## src/rtl/demux_1_2_stream.sv

```systemverilog
// 1:2 valid/ready stream demux with one registered stage per output.
// Optional packet lock (destination held from first to last beat) under `DEMUX_PKT_LOCK_EN.
module demux_1_2_stream #(
    parameter int W = 8
) (
    input  logic         clk,
    input  logic         rst,
    input  logic [W-1:0] in_data,
    input  logic         in_sel,
    input  logic         in_last,
    input  logic         in_valid,
    output logic         in_ready,
    output logic [W-1:0] out0_data,
    output logic         out0_valid,
    input  logic         out0_ready,
    output logic [W-1:0] out1_data,
    output logic         out1_valid,
    input  logic         out1_ready
);

    logic         dst;
    logic         accept;
    logic         free0;
    logic         free1;
    logic         load0;
    logic         load1;
    logic [W-1:0] data0_q, data0_d;
    logic [W-1:0] data1_q, data1_d;
    logic         valid0_q, valid0_d;
    logic         valid1_q, valid1_d;

`ifdef DEMUX_PKT_LOCK_EN
    // state  | meaning
    // IDLE   | between packets, dst follows in_sel
    // LOCKED | inside a packet, dst held at lock_sel_q
    typedef enum logic {IDLE = 1'b0, LOCKED = 1'b1} state_t;

    state_t state_q, state_d;
    logic   lock_sel_q, lock_sel_d;

    always_ff @(posedge clk) begin
        if (rst) begin
            state_q    <= IDLE;
            lock_sel_q <= 1'b0;
        end else begin
            state_q    <= state_d;
            lock_sel_q <= lock_sel_d;
        end
    end

    always_comb begin
        state_d    = state_q;
        lock_sel_d = lock_sel_q;
        case (state_q)
            IDLE: begin
                if (accept && !in_last) begin
                    state_d    = LOCKED;
                    lock_sel_d = in_sel;
                end
            end
            LOCKED: begin
                if (accept && in_last) begin
                    state_d = IDLE;
                end
            end
            default: state_d = IDLE;
        endcase
    end

    always_comb begin
        dst = in_sel;
        if (state_q == LOCKED) begin
            dst = lock_sel_q;
        end
    end
`else
    logic unused_last;

    assign unused_last = in_last;
    assign dst         = in_sel;
`endif

    assign free0    = !valid0_q || out0_ready;
    assign free1    = !valid1_q || out1_ready;
    assign in_ready = dst ? free1 : free0;
    assign accept   = in_valid && in_ready;
    assign load0    = accept && !dst;
    assign load1    = accept && dst;

    // A load wins over a drain on the same stage, so back-to-back beats leave no bubble.
    always_comb begin
        valid0_d = valid0_q;
        data0_d  = data0_q;
        if (load0) begin
            valid0_d = 1'b1;
            data0_d  = in_data;
        end else if (out0_ready) begin
            valid0_d = 1'b0;
        end
    end

    always_comb begin
        valid1_d = valid1_q;
        data1_d  = data1_q;
        if (load1) begin
            valid1_d = 1'b1;
            data1_d  = in_data;
        end else if (out1_ready) begin
            valid1_d = 1'b0;
        end
    end

    always_ff @(posedge clk) begin
        if (rst) begin
            valid0_q <= 1'b0;
            valid1_q <= 1'b0;
            data0_q  <= '0;
            data1_q  <= '0;
        end else begin
            valid0_q <= valid0_d;
            valid1_q <= valid1_d;
            data0_q  <= data0_d;
            data1_q  <= data1_d;
        end
    end

    assign out0_valid = valid0_q;
    assign out0_data  = data0_q;
    assign out1_valid = valid1_q;
    assign out1_data  = data1_q;

endmodule

```

## config.mk

```make
export PLATFORM = sky130hd
export DESIGN_NAME = demux_1_2_stream
export DESIGN_NICKNAME = d
export VERILOG_FILES = /design/src/rtl/demux_1_2_stream.sv
export SDC_FILE = /design/constraint.sdc
export NUM_CORES = 1
export LEC_CHECK = 0
export CORE_MARGIN = 4
export CORE_UTILIZATION = 40
export CTS_CLUSTER_SIZE = 10
export DETAILED_ROUTE_END_ITERATION = 16
export GPL_ROUTABILITY_DRIVEN = 0
export PLACE_DENSITY = 0.77
export RECOVER_POWER = 100
export SETUP_SLACK_MARGIN = 0.4
export SLEW_MARGIN = 10
export SYNTH_ARGS = -nofsm -noshare
export SYNTH_HDL_FRONTEND = slang
export SYNTH_SLANG_ARGS = --single-unit
export TNS_END_PERCENT = 100
```

## constraint.sdc

```tcl
create_clock -name clk -period 1.2 [get_ports clk]
set_input_delay 0.24 -clock clk [delete_from_list [all_inputs] [get_ports clk]]
set_output_delay 0.24 -clock clk [all_outputs]
set_load 0.1 [all_outputs]
```

==> flow_summary.toml, run 1 <==
[worst_setup_path]
cp-start-kind = "flip-flop"
cp.arrival_ns = 1.18
cp_max_fo = 2
rr_worst_depth = 5
crit_path_end_kind = "primary output"
worstSetupPathType = "flip-flop to primary output"
cp.required_ns = 0.96

[timing]
fin_setup_tns_ns = -0.329
hold_ws_ns = 0.511
skew_ns = 0.00312
hold_viol_final = 0
period_share_pct = 118
worstMarginPinSlew_ns = 0.248
period_needed_ns = 1.42
rsz0062_at_grt = "yes"
slew_headroom_pct = 83.4
setup_viol = 3
maxSlewViolCount = 0
max_clock_freq_ghz = 0.704
setup_ws_ns = -0.221

[power_and_ir_drop]
powerDensity_nw_per_um2 = 987
power_w = 0.00153
peakVddDrop_mv = 0.708
p_leak_nw = 0.667

[route]
drt_iter0_drc = 4
drtAntennaViolNets = 0
met3_wirelength_um = 122
routed-wl-met2_um = 1250
via_count = 703
wl_met1_um = 839
drt-total-wl_um = 2240
drtPass1Iterations = 4
via_per_inst = 4.82
maxUsedRoutingLayer = "met4"
drc = 0
wire_per_inst_um = 15.3

[logic_synthesis]
synth_compound_gate_area_share_pct = 1.28
synth_top_family_by_area = "simple AND/OR/NAND/NOR gates"
synth.yosys.warnings = 0
syn-cell-area_um2 = 782
yosys.area_share.simple_pct = 26.9
synthAdderAreaFrac_pct = 0
syn_nets = 86
ys_seq_area_share_pct = 46.1
synth_mux_area_share_pct = 21.9
ys_ff_latch = 18
yosys.area_share.xor_xnor_pct = 0
synth_cell_types = 12
syn_inst = 71
avgSynthCellArea_um2 = 11.0

[clock_network]
clock_latency_ns = 0.29
root_buffer = "clkbuf_4"
cts_buffer_depth = 2
clkTransAtPathRegs_ns = 0.10
h-tree-depth = 1
tritoncts = "built"
cts.sinks = 18
cts_made_buffers = 3

[hold_path]
hold_path_depth = 2
hold_class = "flip-flop to flip-flop"

[layout]
regArea_um2 = 428
multi_input_area_um2 = 404
final_area_um2 = 1550
fin_nets = 137
area_growth_pct = 98.6
fillers = 75
drive_gt1_share_pct = 52.9
layout_commonest_cell = "nand2b_1"
final_cell_mix = "24 x nand2b_1, 19 x buf_12, 18 x dfxtp_4, 16 x mux2i_1, 12 x buf_4"
antenna_cells = 0

[grt]
antenna_found_initial = 0
grt_max_degree = 16
grt_usage_pct = 16.7
overflow = 0
first_global_vias = 693
grt_pass1_wl_um = 3300

[job]
max_cap_violations = 0

[floorplan]
rows = 15
die_h_um = 52.2
die_area_um2 = 2730
die_w_um = 52.2
initial_core_util_pct = 43.9
core_um2 = 1780
io-pin-count = 34

[placed_design]
dp_hpwl_um = 1510
placed_cell_area_um2 = 1420
pre_cts_slack_ns = -0.300
portBuffers = 32

[outcome]
status = "complete, but fails checks"
violations = "setup timing"
-- path summary, 6_finish.rpt --
check                    start           end  slack [ns]
setup / recovery    out1_valid      in_ready       -0.22
hold reg to reg   out1_data[0]  out1_data[0]        0.51
hold / removal    out1_data[0]  out1_data[0]        0.51
setup reg to reg    out0_valid  out0_data[1]        0.02
-- cell type report --
| cell class | instances | area share (%) |
|---|---|---|
| clock buffers | 3 | 1.45 |
| flip-flops and latches | 18 | 27.6 |
| well taps | 25 | 2.01 |
| clock inverters | 1 | 0.242 |
| multi-input cells | 49 | 26.0 |
| repair buffers | 50 | 42.7 |
-- power breakdown --
| part | switching (W) | leakage (nW) | internal (W) | total (W) |
|---|---|---|---|---|
| clock network | 0.000191 | 0.0154 | 0.000121 | 0.000312 |
| registers | 0.0000344 | 0.160 | 0.000612 | 0.000646 |
| logic | 0.000328 | 0.491 | 0.000247 | 0.000575 |
| total | 0.000553 | 0.667 | 0.000980 | 0.00153 |
-- metrics by stage --
| stage | utilization [%] | std cells |
|---|---|---|
| floorplan | - | 71 |
| global placement | 79.8 | 131 |
| detailed placement | 79.8 | 131 |
| CTS | 84.4 | 140 |
| global route | 87.1 | 146 |
| finish | 87.1 | 146 |
-- registers in the layout, indices dropped and copies added, names as in the netlist --
| register | flops |
|---|---|
| out0_valid | 1 |
| out1_data | 8 |
| out1_valid | 1 |
| out0_data | 8 |
-- kinds of logic (layout without fill, tap and decap cells) --
kind of cell | after synthesis | in the layout
muxes | 17 | 17
buffers and inverters | 4 | 54
AOI/OAI and AO/OA | 2 | 2
and+or+nand+nor | 30 | 30
DFF | 18 | 18
-- critical path, stage by stage (launching register included) --
cell and delay, ns:
dfxtp_4 0.38, nand2b_4 0.06, mux2_4 0.27, buf_12 0.17
-- cells in the mapped netlist, drive strengths merged --
master  count  share of area [%]
mux2i      16                 20
and3b       1                1.1
nand3b      1               0.96
buf         2                2.9
nand2b     26                 23
nand3       1                1.3
mux2        1                1.4
clkbuf      2               0.96
dfxtp      18                 46
and3        1               0.80
a21oi       2                1.3
-- what timing repair did --
action	in CTS	in global routing
setup endpoints to repair	37	37
pin swaps	3	0
setup buffers	5	6
gates resized for setup	9	3
hold buffers	0	0
-- metal layers --
metal,global-route usage [%],up-vias
li1,-,342
met5,0,-
met4,7.23,0
met1,18.1,339
met3,4.84,4
met2,29.9,18
No activity file was read; power rests on OpenSTA's default activity.
==> run 2: changes to the inputs <==
CORE_MARGIN = 1.5   (was 4)
==> run 2 against run 1 <==
  * Cell count stayed put
  * Highest routed layer unchanged
  * Worst setup slack lost 0.015 ns
  * Register-to-register slack got worse by 0.16 ns
  * Via count is 2.0% higher
  * Sequential power down 1%
  * The run still ends with setup timing left
  * Worst hold slack worse by 0.013 ns
==> flow_summary.toml, run 2 (synthesis results as in run 1) <==
[outcome]
status = "complete, but fails checks"
violations = "setup timing"

[worst_setup_path]
r2r-start = "out0_valid"
critPathBufInv = 1
timing.rr.end = "out0_data[2]"
rr_worst_depth = 6
slowest_stage = "dfxtp_4"
critPathMaxStageDelay_ns = 0.38
cp_top_family = "flip-flops"
cp-start-kind = "flip-flop"
cp.required_ns = 0.96
cp_max_fo = 2
regToRegSetupSlack_ns = -0.14
worstSetupPathType = "flip-flop to primary output"
cp.arrival_ns = 1.20
crit_path_end_kind = "primary output"
timing.critical_path.cells = "nand2b_4 > mux2_4 > buf_12"

[floorplan]
die_h_um = 47.2
rows = 15
die_area_um2 = 2230
initial_core_util_pct = 43.9
core_um2 = 1780
io-pin-count = 34
die_w_um = 47.2

[layout]
drive_gt1_share_pct = 54.5
final_cell_mix = "25 x buf_6, 24 x nand2b_1, 18 x dfxtp_4, 16 x mux2i_1, 10 x clkdlybuf4s50_1"
regArea_um2 = 428
area_growth_pct = 85.8
fin_nets = 138
multi_input_area_um2 = 415
instances_no_fill = 146
fillers = 113
antenna_cells = 0
final_area_um2 = 1450
layout_commonest_cell = "buf_6"

[placed_design]
pre_cts_slack_ns = -0.283
placed_cell_area_um2 = 1430
dp_hpwl_um = 1310
place_inst = 130
portBuffers = 32

[hold_path]
min_to = "out0_data[4]"
hold_class = "flip-flop to flip-flop"
hold_start = "out0_data[4]"
hold_path_depth = 2

[grt]
antenna_found_initial = 0
grt_usage_pct = 21.3
first_global_vias = 707
overflow = 0
grt_pass1_wl_um = 3180
grt_max_degree = 27

[route]
via_per_inst = 4.91
drt-total-wl_um = 2710
drtAntennaViolNets = 0
drtPass1Iterations = 4
drt_iter0_drc = 15
via_count = 717
wire_per_inst_um = 18.5
drc = 0

[timing]
setup_viol = 13
skew_ns = 0.00566
worstMarginPinSlew_ns = 0.302
hold_viol_final = 0
period_share_pct = 120
setup_ws_ns = -0.236
period_needed_ns = 1.44
slew_headroom_pct = 79.8
maxSlewViolCount = 0
max_clock_freq_ghz = 0.696
rsz0062_at_grt = "yes"

[clock_network]
h-tree-depth = 1
cts.sinks = 18
cts_buffer_depth = 2
clock_latency_ns = 0.30
root_buffer = "clkbuf_4"
tritoncts = "built"
clkTransAtPathRegs_ns = 0.10
cts_made_buffers = 3

[power_and_ir_drop]
peakVddDrop_mv = 0.942
p_leak_nw = 0.641
power_w = 0.00149
powerDensity_nw_per_um2 = 1030

[job]
max_cap_violations = 0
run 2: changes by cell type in the layout (fill, tap and decap cells not counted):
| cell | change |
|---|---|
| clkinv_1 | -1 |
| buf_6 | +19 |
| a21oi_2 | +1 |
| nand3_2 | -1 |
| buf_4 | -3 |
| buf_12 | -15 |
| dlygate4sd2_1 | -1 |
| a21oi_1 | -1 |
| nand3_4 | +1 |
| clkdlybuf4s50_1 | +1 |
run 2: cell type report:
class	count	share of cell area (%)
well taps	25	2.15
repair buffers	51	38.2
flip-flops and latches	18	29.5
clock buffers	3	1.55
multi-input cells	49	28.6
run 2: metrics by stage:
stage / setup TNS, ns / util (%) / hold WS [ns]
CTS: -0.197 / 86.2 / 0.514
detailed placement: -4.34 / 80.1 / 0.493
global route: -1.51 / 81.5 / 0.515
floorplan: -0.0586 / - / 0.405
finish: -0.931 / 81.5 / 0.498
global placement: -4.06 / 80.1 / 0.490
run 2: power breakdown:
part	internal, W	switching, W
registers	0.000611	0.0000268
logic	0.000206	0.000341
clock network	0.000117	0.000191
run 2: repair_timing:
item                                    CTS  global route
endpoints found under the setup margin   37            37
hold buffers                              0             0
resized for setup                        10             5
pin swaps                                 3             1
buffers inserted                          8             5
run 2: worst max-delay path by stage:
stage                     cells after the start        from       end
final                                         3  out1_valid  in_ready
after global routing                          3  out1_valid  in_ready
after CTS                                     3  out0_valid  in_ready
after detailed placement                      3      in_sel  in_ready
after global placement                        4  out0_ready  in_ready
after floorplan                               2  out0_valid  in_ready
run 2: tightest hold or removal path, stage by stage, from the launching register on:
cell      delay (ns)
dfxtp_4         0.36
nand2b_1        0.06
mux2i_1         0.05
run 2: layer usage:
metal	GRT usage, %	vias to the layer above	share of wire [%]
li1	-	343	-
met1	24.8	340	43
met2	35.3	26	49
met3	5.38	8	4.2
met4	12.2	0	3.2
met5	0	-	0
==> run 3: changes to the inputs <==
CORE_UTILIZATION = 42   (was 40)
CTS_BUF_LIST = sky130_fd_sc_hd__clkbuf_4 sky130_fd_sc_hd__clkbuf_8   (was unset)
PLACE_DENSITY = 0.8   (was 0.77)
==> run 3 against run 2 <==
  * Wire length decreased by 12%
  * Critical path depth did not move
  * The run still ends with setup timing left
  * Critical path type unchanged
  * Utilization increased by 1.6 points
  * Worst setup slack better by 0.034 ns
  * Sequential power about the same
  * Clock skew decreased by 0.0050 ns
  * First-iteration DRC count fell by 33%
==> flow_summary.toml, run 3 (synthesis results as in run 1) <==
[placed_design]
portBuffers = 32
placed_cell_area_um2 = 1420
dp_hpwl_um = 1370

[worst_setup_path]
r2r-start = "out0_valid"
slowest_stage = "dfxtp_4"
critPathBufInv = 1
cp.arrival_ns = 1.16
crit_path_end_kind = "primary output"
timing.critical_path.cells = "nand2b_4 > mux2_4 > buf_12"
rr_worst_depth = 6
cp_max_fo = 2
regToRegSetupSlack_ns = -0.14
crit_path_start = "out0_valid"
cp_top_family = "flip-flops"
cp-start-kind = "flip-flop"
critPathMaxStageDelay_ns = 0.37
worstSetupPathType = "flip-flop to primary output"
timing.rr.end = "out0_data[1]"
cp.required_ns = 0.96

[route]
drt-total-wl_um = 2380
drtPass1Iterations = 4
wire_per_inst_um = 16.1
via_per_inst = 4.80
drt_iter0_drc = 10
via_count = 710
drc = 0
drtAntennaViolNets = 0

[clock_network]
holdBufCountCts = 0
cts_buffer_depth = 2
root_buffer = "clkbuf_4"
cts.sinks = 18
cts_made_buffers = 3
clock_latency_ns = 0.28
clkTransAtPathRegs_ns = 0.10
h-tree-depth = 1
tritoncts = "built"

[layout]
final_area_um2 = 1450
antenna_cells = 0
drive_gt1_share_pct = 55.3
fillers = 103
final_util_pct = 83.1
final_cell_mix = "24 x nand2b_1, 24 x buf_6, 18 x dfxtp_4, 15 x mux2i_1, 11 x buf_4"
fin_nets = 139
area_growth_pct = 85.4

[power_and_ir_drop]
pwr-share-clk_pct = 19.9
power_frac_seq_pct = 43.4
p_sw_w = 0.000533
combinationalPowerShare_pct = 36.7
p_leak_nw = 0.643
peakVddDrop_mv = 0.843
powerDensity_nw_per_um2 = 1010
swShare_pct = 36.4
p_int_w = 0.000933

[timing]
hold_viol_final = 0
setup_viol = 8
slew_headroom_pct = 78.9
setup_ws_ns = -0.202
maxSlewViolCount = 0
max_clock_freq_ghz = 0.713
skew_ns = 0.000704
hold_ws_ns = 0.508
period_share_pct = 117
worstMarginPinSlew_ns = 0.316
rsz0062_at_grt = "yes"
period_needed_ns = 1.40

[hold_path]
hold_path_depth = 2
hold_class = "flip-flop to flip-flop"
min_to = "out0_data[4]"
hold_start = "out0_data[4]"

[grt]
overflow = 0
first_global_vias = 713
grt_usage_pct = 23.8
grt_max_degree = 11
grt_pass1_wl_um = 3420
antenna_found_initial = 0

[floorplan]
core_um2 = 1750
rows = 15
die_h_um = 46.2
die_w_um = 46.2
io-pin-count = 34
initial_core_util_pct = 44.8
die_area_um2 = 2130

[outcome]
violations = "setup timing"
status = "complete, but fails checks"

[job]
max_cap_violations = 0
-- run 3: changes by cell type in the layout (fill, tap and decap cells not counted), sizes merged --
cell / delta
clkinv: +1
clkbuf: +1
dlygate4sd2: +1
clkdlybuf4s50: -1
-- run 3: layout make-up --
class	count	area [um^2]	share of cell area, %
repair buffers	52	546	37.6
clock inverters	1	3.75	0.259
clock buffers	3	22.5	1.55
well taps	25	31.3	2.16
flip-flops and latches	18	428	29.5
multi-input cells	49	419	28.9
-- run 3: worst max-delay path by stage --
stage	end	slack, ns	cells after the start
2_1_floorplan	in_ready	-0.06	2
3_3_place_gp	out0_data[4]	-0.27	5
3_5_place_dp	out0_data[7]	-0.31	5
4_1_cts	in_ready	-0.21	3
5_1_grt	in_ready	-0.25	3
6_report	in_ready	-0.20	3
-- run 3: power groups by stage --
stage	combinational (W)	sequential, W	clock, W
floorplan	0.000103	0.000874	0
global placement	0.000532	0.000660	0
detailed placement	0.000538	0.000662	0
CTS	0.000568	0.000646	0.000317
global route	0.000556	0.000640	0.000340
finish	0.000539	0.000636	0.000292
-- run 3: routing by layer --
layer | part of all wire, % | global-route usage (%) | up-vias | wire length, um
met5 | 0 | 0 | - | 0
met4 | 3.3 | 12.0 | 0 | 78
met3 | 5.1 | 5.10 | 6 | 121
met2 | 50 | 43.6 | 28 | 1200
met1 | 41 | 25.0 | 334 | 980
li1 | - | - | 342 | -
-- run 3: what timing repair did --
item,CTS,global route
gates cloned,0,0
pin swaps,2,0
gates resized for setup,12,4
buffers inserted,9,4
setup endpoints to repair,37,37
-- run 3: per-stage QoR --
| stage | std cells | setup TNS (ns) | setup WS (ns) | power [W] |
|---|---|---|---|---|
| after floorplan | 71 | -0.0586 | -0.0586 | 0.000977 |
| after global placement | 131 | -4.21 | -0.273 | 0.00119 |
| after detailed placement | 131 | -4.41 | -0.310 | 0.00120 |
| after CTS | 144 | -0.278 | -0.208 | 0.00153 |
| after global routing | 148 | -1.54 | -0.246 | 0.00154 |
| final | 148 | -0.749 | -0.202 | 0.00147 |
-- run 3: tightest hold or removal path, delay by kind of cell (launching register included) --
family,cells,cell delay (ns)
DFF,1,0.36
muxes,1,0.06
and+or+nand+nor,1,0.06
==> variant (flow settings as in run 2) <==
Change the parameter `W` from 8 to 10.
--- a/src/rtl/demux_1_2_stream.sv
+++ b/src/rtl/demux_1_2_stream.sv
@@ -1,7 +1,7 @@
 // 1:2 valid/ready stream demux with one registered stage per output.
 // Optional packet lock (destination held from first to last beat) under `DEMUX_PKT_LOCK_EN.
 module demux_1_2_stream #(
-    parameter int W = 8
+    parameter int W = 10
 ) (
     input  logic         clk,
     input  logic         rst,
Interface: changed (resized in_data, out0_data and out1_data); port bits go from 34 to 40. The function was not compared with the original's and may differ.
==> variant against run 2 <==
The run still ends with setup timing left. Register-to-register slack gained 0.14 ns. Critical path depth is the same. Routed wire length shrank 12%. Power grew 16%. Fmax shrank 0.53%. Count of clock-buffer cells in the layout is the same. Cell area grew 14%. Sequential cell count grew 4. Utilization shrank 7.1 points. Worst setup slack lost 0.0077 ns. Highest routed layer unchanged. Synthesized area grew 22%.
==> variant: results (changes against run 2) <==
Detailed routing
  • WL final: 2380 um (was 2710 um)
  • Routed wl met2: 1270 um (was 1330 um)
  • Initial DRT Pass Iterations: 3 (was 4)
  • Uppermost layer routed: met4 (unchanged)
  • Total number of vias: 786 (was 717)
  • Wire per inst: 14.5 um (was 18.5 um)
  • Met1 Wirelength: 969 um (was 1170 um)
  • Metal3 WL: 89 um (was 115 um)
  • Initial drt markers: 9 (was 15)

Power and ir drop
  • Worst vdd ir: 856 uV (was 942 uV)
  • LEAKAGE: 0.716 nW (was 0.641 nW)

Placement
  • Port bufs: 38 (was 32)
  • Detail Placement HPWL: 1720 um (was 1310 um)
  • Pre-CTS setup slack: -0.399 ns (was -0.283 ns)
  • Placed cell count: 153 (was 130)

Synthesis
  • Syn Nets: 104 (was 86)
  • Synth top cells by count: nand2b_1, dfxtp_1, mux2i_1 (unchanged)
  • XOR/XNOR share of the synthesized area: 0% (unchanged)
  • Synth cell types: 13 (was 12)
  • Main combinational cell family by area after synthesis: simple AND/OR/NAND/NOR gates (unchanged)
  • Post-Synthesis Cells: 87 (was 71)
  • Top cells by area, synth: dfxtp_1, mux2i_1, nand2b_1 (unchanged)
  • Area fraction in compound gates after synthesis: 1.05% (was 1.28%)

STA
  • Clock skew: 0.000751 ns (was 0.00566 ns)
  • Final setup margin: -0.244 ns (was -0.236 ns)
  • Final setup fails: 3 (was 13)
  • Tightest Pin Transition: 0.224 ns (was 0.302 ns)

Setup path
  • CP max FO: 2 (unchanged)
  • Reg-to-reg setup timing slack: 0 ns (was -0.14 ns)

GRT
  • Largest net degree at the start of global routing: 33 (was 27)
  • Vias in the first global route: 820 (was 707)
  • Gr usage total: 19.7% (was 21.3%)
  • First-pass GRT wire length: 3790 um (was 3180 um)

Cells and area
  • Layout cells sized above 1: 49.3% (was 54.5%)

Outcome
  • Status: complete, but fails checks (unchanged)
  • Failing checks: setup timing (unchanged)
==> variant: cell types whose count changed after synthesis <==
cell and change:
clkbuf_1 +1, mux2i_1 +4, buf_4 +1, nand2b_1 +6, nand3_1 +1, and3_1 -1
and3_4 +1, nand3_2 -1, dfxtp_1 +4
==> variant: final timing paths <==
path | from | to | depth (start not counted)
max | out0_valid | in_ready | 3
min | out0_data[2] | out0_data[2] | 2
max reg2reg | out0_valid | out0_data[0] | 5
min reg2reg | out0_data[2] | out0_data[2] | 2
==> variant: kinds of logic after synthesis <==
group / count (synthesis)
mux: 21
buf+inv: 6
flops: 22
simple gates: 36
compound gates: 2
==> variant: critical path: stages (launching register included) <==
cell and delay [ns]:
dfxtp_4 0.39, nand2b_4 0.06, mux2_4 0.28, buf_12 0.17
==> variant: area by class of cell <==
class / instances / area [um2]
clock buffers: 3 / 22.5
clock inverters: 1 / 3.75
fillers: 158 / 572
multi-input cells: 59 / 485
flip-flops and latches: 22 / 523
well taps: 28 / 35.0
repair buffers: 51 / 592
==> variant: power by group <==
group	internal, mW	total (mW)	switching (mW)
combinational	0.231	0.619	0.388
clock	0.122	0.338	0.216
sequential	0.747	0.780	0.0330
==> variant: per-stage QoR <==
stage | area (um2) | TNS, ns | hold slack, ns
global placement | 1720 | -3.88 | 0.491
floorplan | 1050 | -0.0588 | 0.405
finish | 1660 | -0.336 | 0.507
global route | 1660 | -0.838 | 0.512
CTS | 1800 | -0.247 | 0.502
detailed placement | 1720 | -4.94 | 0.497
==> variant: routing by layer <==
layer,up-vias,track usage [%]
met2,19,36.1
met3,5,3.45
li1,385,-
met4,0,9.21
met1,377,21.9
met5,-,0
==> variant: repair_timing <==
item | in CTS | in global routing
resized for setup | 11 | 1
setup buffers | 5 | 2
pin swaps | 2 | 0
setup endpoints to repair | 45 | 45
